**config.mk**
```make
export PLATFORM = sky130hd
export DESIGN_NAME = ccff_loader
export DESIGN_NICKNAME = d
export VERILOG_FILES = /design/src/rtl/ccff_loader_pkg.sv /design/src/rtl/ccff_readback_packer.sv /design/src/rtl/ccff_loader.sv
export SDC_FILE = /design/constraint.sdc
export NUM_CORES = 1
export LEC_CHECK = 0
export CELL_PAD_IN_SITES_DETAIL_PLACEMENT = 1
export CELL_PAD_IN_SITES_GLOBAL_PLACEMENT = 1
export CORE_MARGIN = 2
export CORE_UTILIZATION = 38
export CTS_CLUSTER_DIAMETER = 120
export DETAILED_ROUTE_END_ITERATION = 16
export GPL_TIMING_DRIVEN = 0
export PLACE_DENSITY_LB_ADDON = 0.2
export SLEW_MARGIN = 5
export SYNTH_ARGS = -nofsm -noshare
export SYNTH_HDL_FRONTEND = slang
export SYNTH_SLANG_ARGS = --single-unit
export TNS_END_PERCENT = 30
```
**constraint.sdc**
```tcl
create_clock -name prog_clk -period 3.13 [get_ports prog_clk]
set_input_delay 0.626 -clock prog_clk [delete_from_list [all_inputs] [get_ports prog_clk]]
set_output_delay 0.626 -clock prog_clk [all_outputs]
set_load 0.03 [all_outputs]
```
**src/rtl/ccff_loader_pkg.sv**
```systemverilog
// ---------------------------------------------------------------------------
// ccff_loader_pkg
// Shared definitions for the configuration-chain loader:
//   - loaderState_e : loader FSM states (IDLE, LOAD, SHIFT, DONE)
//   - chainGeom_t   : number of host words per load and the bit count of a
//                     partial last word
//   - calcChainGeom : derives chainGeom_t from CHAIN_LEN and WORD_W
// ---------------------------------------------------------------------------
package ccff_loader_pkg;

  typedef enum logic [1:0] {
    IDLE  = 2'd0,
    LOAD  = 2'd1,
    SHIFT = 2'd2,
    DONE  = 2'd3
  } loaderState_e;

  typedef struct packed {
    int unsigned nWords;
    int unsigned remBits;
  } chainGeom_t;

  // nWords rounds up so a partial last word still counts as a word;
  // remBits == 0 means the last word is a full word.
  function automatic chainGeom_t calcChainGeom(input int unsigned chainLen,
                                               input int unsigned wordW);
    chainGeom_t geom;
    geom.nWords  = (chainLen + wordW - 1) / wordW;
    geom.remBits = chainLen % wordW;
    return geom;
  endfunction

endpackage

```
**src/rtl/ccff_readback_packer.sv**
```systemverilog
// ---------------------------------------------------------------------------
// ccff_readback_packer
// Packs the bits falling out of the configuration chain tail into host-width
// readback words, LSB first. A word is emitted when WORD_W bits have been
// collected, or early (zero-padded above) on the final shift of a load.
//
// Ports:
//   clk_i      : clock (the loader's prog_clk)
//   reset_i    : synchronous active-high reset
//   sample_i   : this cycle is a shift cycle; capture tail_i
//   tail_i     : serial bit leaving the chain (pre-shift value)
//   flush_i    : this shift is the last one of the load
//   rbData_o   : packed readback word (registered)
//   rbValid_o  : one-cycle pulse qualifying rbData_o
// ---------------------------------------------------------------------------
module ccff_readback_packer #(
  parameter int WORD_W = 32
) (
  input  logic              clk_i,
  input  logic              reset_i,
  input  logic              sample_i,
  input  logic              tail_i,
  input  logic              flush_i,
  output logic [WORD_W-1:0] rbData_o,
  output logic              rbValid_o
);

  localparam int CNT_W = $clog2(WORD_W);

  logic [WORD_W-1:0] packQ, packD;
  logic [WORD_W-1:0] rbDataQ, rbDataD;
  logic [CNT_W-1:0]  cntQ, cntD;
  logic              rbValidQ, rbValidD;

  // Each sampled tail bit lands at the position given by the bit counter, so
  // the first bit out of the chain ends up in bit 0. The pack register is
  // cleared whenever a word is emitted, which is what zero-pads a partial
  // final word.
  always_comb begin
    packD    = packQ;
    cntD     = cntQ;
    rbDataD  = rbDataQ;
    rbValidD = 1'b0;
    if (sample_i) begin
      packD[cntQ] = tail_i;
      if ((cntQ == CNT_W'(WORD_W - 1)) || flush_i) begin
        rbDataD  = packD;
        rbValidD = 1'b1;
        packD    = '0;
        cntD     = '0;
      end else begin
        cntD = cntQ + CNT_W'(1);
      end
    end
  end

  // Registers for the packer; the emitted word and its pulse appear the
  // cycle after the shift that completed it.
  always_ff @(posedge clk_i) begin
    if (reset_i) begin
      packQ    <= '0;
      cntQ     <= '0;
      rbDataQ  <= '0;
      rbValidQ <= 1'b0;
    end else begin
      packQ    <= packD;
      cntQ     <= cntD;
      rbDataQ  <= rbDataD;
      rbValidQ <= rbValidD;
    end
  end

  assign rbData_o  = rbDataQ;
  assign rbValid_o = rbValidQ;

endmodule

```
**src/rtl/ccff_loader.sv**
```systemverilog
// ---------------------------------------------------------------------------
// ccff_loader
// Loads the fabric configuration flip-flop chain. Host words arrive over a
// valid/ready port and are serialized LSB first onto ccff_head while
// ccff_shift_en gates prog_clk to the chain, one bit per enabled cycle.
// Exactly CHAIN_LEN bits are shifted per load, then cfg_done is raised.
// Optional readback (macro CCFF_LOADER_READBACK_EN) packs the bits leaving
// the chain at ccff_tail into words on rb_data/rb_valid.
//
// Ports:
//   prog_clk      : clock, rising edge
//   prog_reset    : synchronous active-high reset
//   cfg_start     : start a load (honoured only in IDLE or DONE)
//   cfg_data      : bitstream word, word 0 and bit 0 first
//   cfg_valid     : cfg_data valid
//   cfg_ready     : word accepted this cycle when cfg_valid is high
//   ccff_head     : serial bit into the chain
//   ccff_shift_en : chain clock enable, high on each shift cycle
//   ccff_tail     : serial bit out of the chain
//   cfg_busy      : load in progress (LOAD or SHIFT)
//   cfg_done      : load complete, held until cfg_start or reset
//   rb_data       : readback word (0 when readback is compiled out)
//   rb_valid      : readback word strobe (0 when readback is compiled out)
// ---------------------------------------------------------------------------
module ccff_loader
  import ccff_loader_pkg::*;
#(
  parameter int CHAIN_LEN = 1024,
  parameter int WORD_W    = 32
) (
  input  logic              prog_clk,
  input  logic              prog_reset,
  input  logic              cfg_start,
  input  logic [WORD_W-1:0] cfg_data,
  input  logic              cfg_valid,
  output logic              cfg_ready,
  output logic              ccff_head,
  output logic              ccff_shift_en,
  input  logic              ccff_tail,
  output logic              cfg_busy,
  output logic              cfg_done,
  output logic [WORD_W-1:0] rb_data,
  output logic              rb_valid
);

  localparam chainGeom_t  GEOM   = calcChainGeom(CHAIN_LEN, WORD_W);
  localparam int unsigned NWORDS = GEOM.nWords;
  localparam int CNT_W  = $clog2(CHAIN_LEN + 1);
  localparam int WBIT_W = $clog2(WORD_W);
  localparam int WCNT_W = $clog2(NWORDS + 1);

  loaderState_e      stateQ, stateD;
  logic [WORD_W-1:0] shregQ, shregD;
  logic [CNT_W-1:0]  bitCntQ, bitCntD;
  logic [WBIT_W-1:0] wordBitQ, wordBitD;
  logic [WCNT_W-1:0] wordCntQ, wordCntD;
  logic              headQ, headD;
  logic              shiftEnQ, shiftEnD;
  logic              busyQ, doneQ;
  logic              finalBit, wordEnd, acceptWord;

  // finalBit marks the cycle shifting bit CHAIN_LEN-1 of the load; wordEnd
  // marks the last bit of a full word. Non-final words are always full, so a
  // word boundary before the final bit only ever happens at WORD_W-1.
  assign finalBit = (bitCntQ == CNT_W'(CHAIN_LEN - 1));
  assign wordEnd  = (wordBitQ == WBIT_W'(WORD_W - 1));

  // Ready is decoded combinationally so the next word can be taken on the
  // last bit of the current one, keeping the shift stream gap-free.
  assign cfg_ready = (stateQ == LOAD) ||
                     ((stateQ == SHIFT) && wordEnd && !finalBit &&
                      (wordCntQ < WCNT_W'(NWORDS)));
  assign acceptWord = cfg_ready && cfg_valid;

  // Next-state logic. ccff_head and ccff_shift_en are registered, so the
  // values for the coming shift cycle are prepared here: on an accept the
  // head gets data bit 0 straight away and the shift register keeps the
  // remaining bits. Outside SHIFT the head is left untouched.
  always_comb begin
    stateD   = stateQ;
    shregD   = shregQ;
    bitCntD  = bitCntQ;
    wordBitD = wordBitQ;
    wordCntD = wordCntQ;
    headD    = headQ;
    shiftEnD = 1'b0;
    case (stateQ)
      IDLE, DONE: begin
        if (cfg_start) begin
          stateD   = LOAD;
          bitCntD  = '0;
          wordBitD = '0;
          wordCntD = '0;
        end
      end
      LOAD: begin
      end
      SHIFT: begin
        bitCntD = bitCntQ + CNT_W'(1);
        if (finalBit) begin
          stateD = DONE;
        end else if (wordEnd) begin
          if (!cfg_valid) begin
            stateD = LOAD;
          end
        end else begin
          headD    = shregQ[0];
          shregD   = shregQ >> 1;
          shiftEnD = 1'b1;
          wordBitD = wordBitQ + WBIT_W'(1);
        end
      end
      default: stateD = IDLE;
    endcase
    if (acceptWord) begin
      stateD   = SHIFT;
      headD    = cfg_data[0];
      shregD   = cfg_data >> 1;
      shiftEnD = 1'b1;
      wordBitD = '0;
      wordCntD = wordCntQ + WCNT_W'(1);
    end
  end

  // State and output registers. Busy and done are decoded from the next
  // state so they line up with the state they describe.
  always_ff @(posedge prog_clk) begin
    if (prog_reset) begin
      stateQ   <= IDLE;
      shregQ   <= '0;
      bitCntQ  <= '0;
      wordBitQ <= '0;
      wordCntQ <= '0;
      headQ    <= 1'b0;
      shiftEnQ <= 1'b0;
      busyQ    <= 1'b0;
      doneQ    <= 1'b0;
    end else begin
      stateQ   <= stateD;
      shregQ   <= shregD;
      bitCntQ  <= bitCntD;
      wordBitQ <= wordBitD;
      wordCntQ <= wordCntD;
      headQ    <= headD;
      shiftEnQ <= shiftEnD;
      busyQ    <= (stateD == LOAD) || (stateD == SHIFT);
      doneQ    <= (stateD == DONE);
    end
  end

  assign ccff_head     = headQ;
  assign ccff_shift_en = shiftEnQ;
  assign cfg_busy      = busyQ;
  assign cfg_done      = doneQ;

`ifdef CCFF_LOADER_READBACK_EN
  // The tail bit is captured on every shift cycle; the final shift flushes
  // whatever partial word has accumulated.
  ccff_readback_packer #(
    .WORD_W (WORD_W)
  ) uPacker (
    .clk_i     (prog_clk),
    .reset_i   (prog_reset),
    .sample_i  (shiftEnQ),
    .tail_i    (ccff_tail),
    .flush_i   (finalBit),
    .rbData_o  (rb_data),
    .rbValid_o (rb_valid)
  );
`else
  logic unusedTail;
  assign unusedTail = ccff_tail;
  assign rb_data    = '0;
  assign rb_valid   = 1'b0;
`endif

endmodule

```
# Word level (Yosys, flattened, before mapping)
# Index checks and enable logic that the tools add are counted.
[totals] ff_bits=59 input_bits=37
[classes] addsub=3 order_cmp=1 n_eq_ne=13 n_mux=27 n_reduce_logical=18
[op_table] op="$mux 31" n=4
[op_table] op="$pmux 11 s2" n=1
[op_table] op="$mux 6" n=3
[op_table] op="$mux 5" n=3
[op_table] op="$add 11x1->11 const B" n=1
[op_table] op="$eq 11x10->1 const B" n=1
[op_table] op="$mux 11" n=1
[op_table] op="$mux 2" n=5
[op_table] op="$pmux 5 s2" n=1
[op_table] op="$eq 2x2->1 const B" n=4
[op_table] op="$mux 1" n=8
[op_table] op="$reduce_bool 2->1" n=4
[op_table] op="$add 6x1->6 const B" n=1
[op_table] op="$lt 6x6->1 const B" n=1
[op_table] op="$ne 2x2->1 const B" n=3
[op_table] op="$add 5x1->5 const B" n=1
[op_table] op="$eq 5x5->1 const B" n=1
[op_table] op="$eq 2x1->1 const B" n=2
[op_table] op="$logic_and 1x1->1" n=4
[op_table] op="$ne 2x1->1 const B" n=2
[op_table] op="$pmux 2 s2" n=1
[op_table] op="$reduce_and 2->1" n=2
[op_table] op="$reduce_and 4->1" n=1
[op_table] op="$reduce_or 2->1" n=2
[op_table] op="other kinds (4)" n=5

# Depth between registers and ports, before layout
[logic_depth] ltp_word=9 mapped_depth=10 mapped_depth_nobuf=9

# Worst setup path before layout
# Ideal clock, no wire load.
[synth_path] path_kind="register to output" startpoint="register wordBitQ[0]" endpoint="output port cfg_ready" arrival_time_ns=1.636 path_slack_ns=0.868 stages_incl_launch_ff=7 n_path_buf=0 cell_sequence="dfxtp_1 ha_1 and3_1 ha_1 nand3b_1 a31oi_2 or2_1"
[synth_between] elab_chain_len=5
[synth_rtl] element="start, declared" line="ccff_loader.sv:55" source="logic [WBIT_W-1:0] wordBitQ, wordBitD;"
[synth_rtl] element="start signal, assigned" line="ccff_loader.sv:142" source="wordBitQ <= wordBitD;"
[synth_rtl] element="$eq 5x5->1" line="ccff_loader.sv:66" source="assign wordEnd = (wordBitQ == WBIT_W'(WORD_W - 1));"
[synth_rtl] element="$logic_and 1x1->1 (3 in a row)" line="ccff_loader.sv:71" source="((stateQ == SHIFT) && wordEnd && !finalBit &&"
[synth_rtl] element="$logic_or 1x1->1" line="ccff_loader.sv:70" source="assign cfg_ready = (stateQ == LOAD) ||"
[synth_rtl] element="end, declared" line="ccff_loader.sv:36" source="output logic cfg_ready,"
# Every way passes these cells.

# Final worst setup path
# Ends and elaborated chain as after synthesis.

==> impl_metrics.ini <==
[global_route]
antenna_found_initial = 0
grt_usage = 0.193
grt_pass1_vias = 2893
grt_start_max_net_pins = 12
overflow = 0
grt_pass1_wl_um = 13700

[timing]
drv_slew = 0
timing.final.ws_setup_ns = 0.207
finalCritPeriodShare = 0.934
finalSetupViolations = 0
fin_setup_tns_ns = 0
timing.fmax_ghz = 0.342
hold_ws_ns = 0.494
slew_headroom = 0.469
rsz0062_at_grt = false
skew_ns = 0.00656
finalHoldViolCount = 0
layout_min_cycle_time_ns = 2.92
tightest_slew_ns = 0.789

[pwr]
total_power_uw = 2230
powerDensity_nw_per_um2 = 542
ir_drop_mv = 0.327
leakage_uw = 0.00156

[placement]
dp_slack_ns = 0.0563
io_buffers = 39
hpwlAfterDp_um = 6160
place.gp.congestion = 0.813
placed_area_um2 = 3880

[clock_network]
cts_buffers = 9
clk_latency_ns = 0.35
cts-root-buf = clkbuf_8
cts_tree = built
cts_sinks = 59
htreeDepth = 3
clk_pin_slew_ns = 0.07
cts_buffer_depth = 2
ctsHoldBuffers = 0

[setup_path]
crit_path_end_kind = output port
cp_max_fo = 5
worstSetupStartpointType = flop
critPathArrivalTime_ns = 2.30
cp.required_ns = 2.50
worstSetupPathType = reg2out

[yosys]
synth_most_common_cell = dfxtp_1
synthTopCellsByArea = dfxtp_1 (37%), mux2i_1 (9.6%), buf_4 (8.1%), o31ai_1 (7.9%), a21oi_1 (7.1%)
synth_warnings = 0
synth-compound-area-share = 0.251
yosys.area_share.xor_xnor = 0.00542
yosys.area.top_type_share = 0.365
synthAdderAreaFrac = 0.0271
synthFlopType = dfxtp_1
syn_area_um2 = 3230
synth_top_family_by_area = compound AO/OA/AOI/OAI gates
synthMuxAreaShare = 0.0994
synth_edf_count = 0
yosysSeqAreaShare = 0.365
synth.distinct_cells = 52
synth-simple-area-share = 0.128
synth_top_cell_by_area = dfxtp_1
synth.top_cells.by_count = dfxtp_1 (59), a21oi_1 (46), buf_4 (35)
ys_async_sr_fraction = 0
syn_inst = 354
syn_area_per_cell_um2 = 9.14
ys_ff_latch = 59

[final_layout]
nets = 481
diodes = 0
drive_gt1_frac = 0.161
fillCellCount = 999
area.growth.synth_to_final_pct = 27.0
design_area_um2 = 4110

[die]
fp.dieW_um = 96.3
fp.dieH_um = 96.3
coreArea_um2 = 8220
ios = 75
fp.dieArea_um2 = 9270
row_count = 33
start_util = 0.394

[route]
wirelength_um = 8480
first_pass_iters = 4
via_per_inst = 5.22
wl_per_cell_um = 15.5
vias = 2858
drtIter0Drc = 80
drc = 0
ant_nets = 0

[worst_hold_path]
hold_path.class = reg2reg

[job]
drv_cap = 0

[status]
status = complete, no violations
[logic make-up after synthesis]
kind of cell,Yosys count
AO/OA/AOI/OAI,125
adder cells (fa/ha/maj),7
buffers and inverters,62
other,1
XOR/XNOR,2
multiplexers,32
AND/OR/NAND/NOR,66
flip-flops,59
[report_power, final]
part           internal (uW)  switching, uW
combinational            233            343
sequential               837           49.3
clock                    444            321
[final timing paths]
check | startpoint | end | slack, ns | depth (start not counted)
max | wordBitQ[0]$_SDFFE_PP0P_ | cfg_ready | 0.21 | 7
min | shregQ[30]$_SDFFE_PP0P_ | shregQ[30]$_SDFFE_PP0P_ | 0.49 | 2
max reg2reg | wordBitQ[0]$_SDFFE_PP0P_ | cfg_busy$_SDFF_PP0_ | 0.41 | 11
min reg2reg | shregQ[30]$_SDFFE_PP0P_ | shregQ[30]$_SDFFE_PP0P_ | 0.49 | 2
[cell usage in the layout (no fill, tap or decap), drive strengths merged, types with 4 or more instances in the layout]
cell type,count
a211oi,4
a21oi,46
a31oi,6
buf,46
clkbuf,20
clkdlybuf4s50,38
conb,33
dfxtp,59
ha,7
inv,6
mux2i,31
nand2,10
nand3,8
nand4,5
nor2,10
nor2b,7
o211ai,10
o21ai,13
o31ai,34
or3,8
[layout make-up]
class,instances,area (um^2),area share
clock inverters,7,92.6,0.0225
clock buffers,9,124,0.0302
well taps,105,131,0.0320
flip-flops and latches,59,1180,0.288
multi-input cells,265,1790,0.435
plain buffers,56,373,0.0908
inverters,6,22.5,0.00548
repair buffers,40,397,0.0966
[stage by stage]
stage | cells | utilization
floorplan | 386 | -
global placement | 530 | 0.472
detailed placement | 530 | 0.472
CTS | 546 | 0.499
global route | 547 | 0.500
finish | 547 | 0.500
[timing repair]
item	CTS	global route
buffers inserted	0	1
endpoints found under the hold margin	0	0
setup endpoints to repair	1	1
resized for setup	2	0
[worst max-delay path, stage by stage, from the launching register on]
cell and delay (ns):
dfxtp_1 0.41, ha_1 0.23, and3_1 0.17, ha_1 0.25, nand3b_1 0.18, a31oi_4 0.20, or2_1 0.12, dlygate4sd2_1 0.39
[layer usage]
layer | part of all wire | track usage
met1 | 0.47 | 0.240
met2 | 0.47 | 0.321
met3 | 0.048 | 0.0634
met5 | 0 | 0
met4 | 0.010 | 0.0464
[state kept, by name, summed over array words and instances (netlist names)]
register and flops:
stateQ 2, shregQ 31, ccff_shift_en 1, cfg_busy 1
wordBitQ 5, ccff_head 1, bitCntQ 11, cfg_done 1
wordCntQ 6
Power figures use the tool's default switching activity.
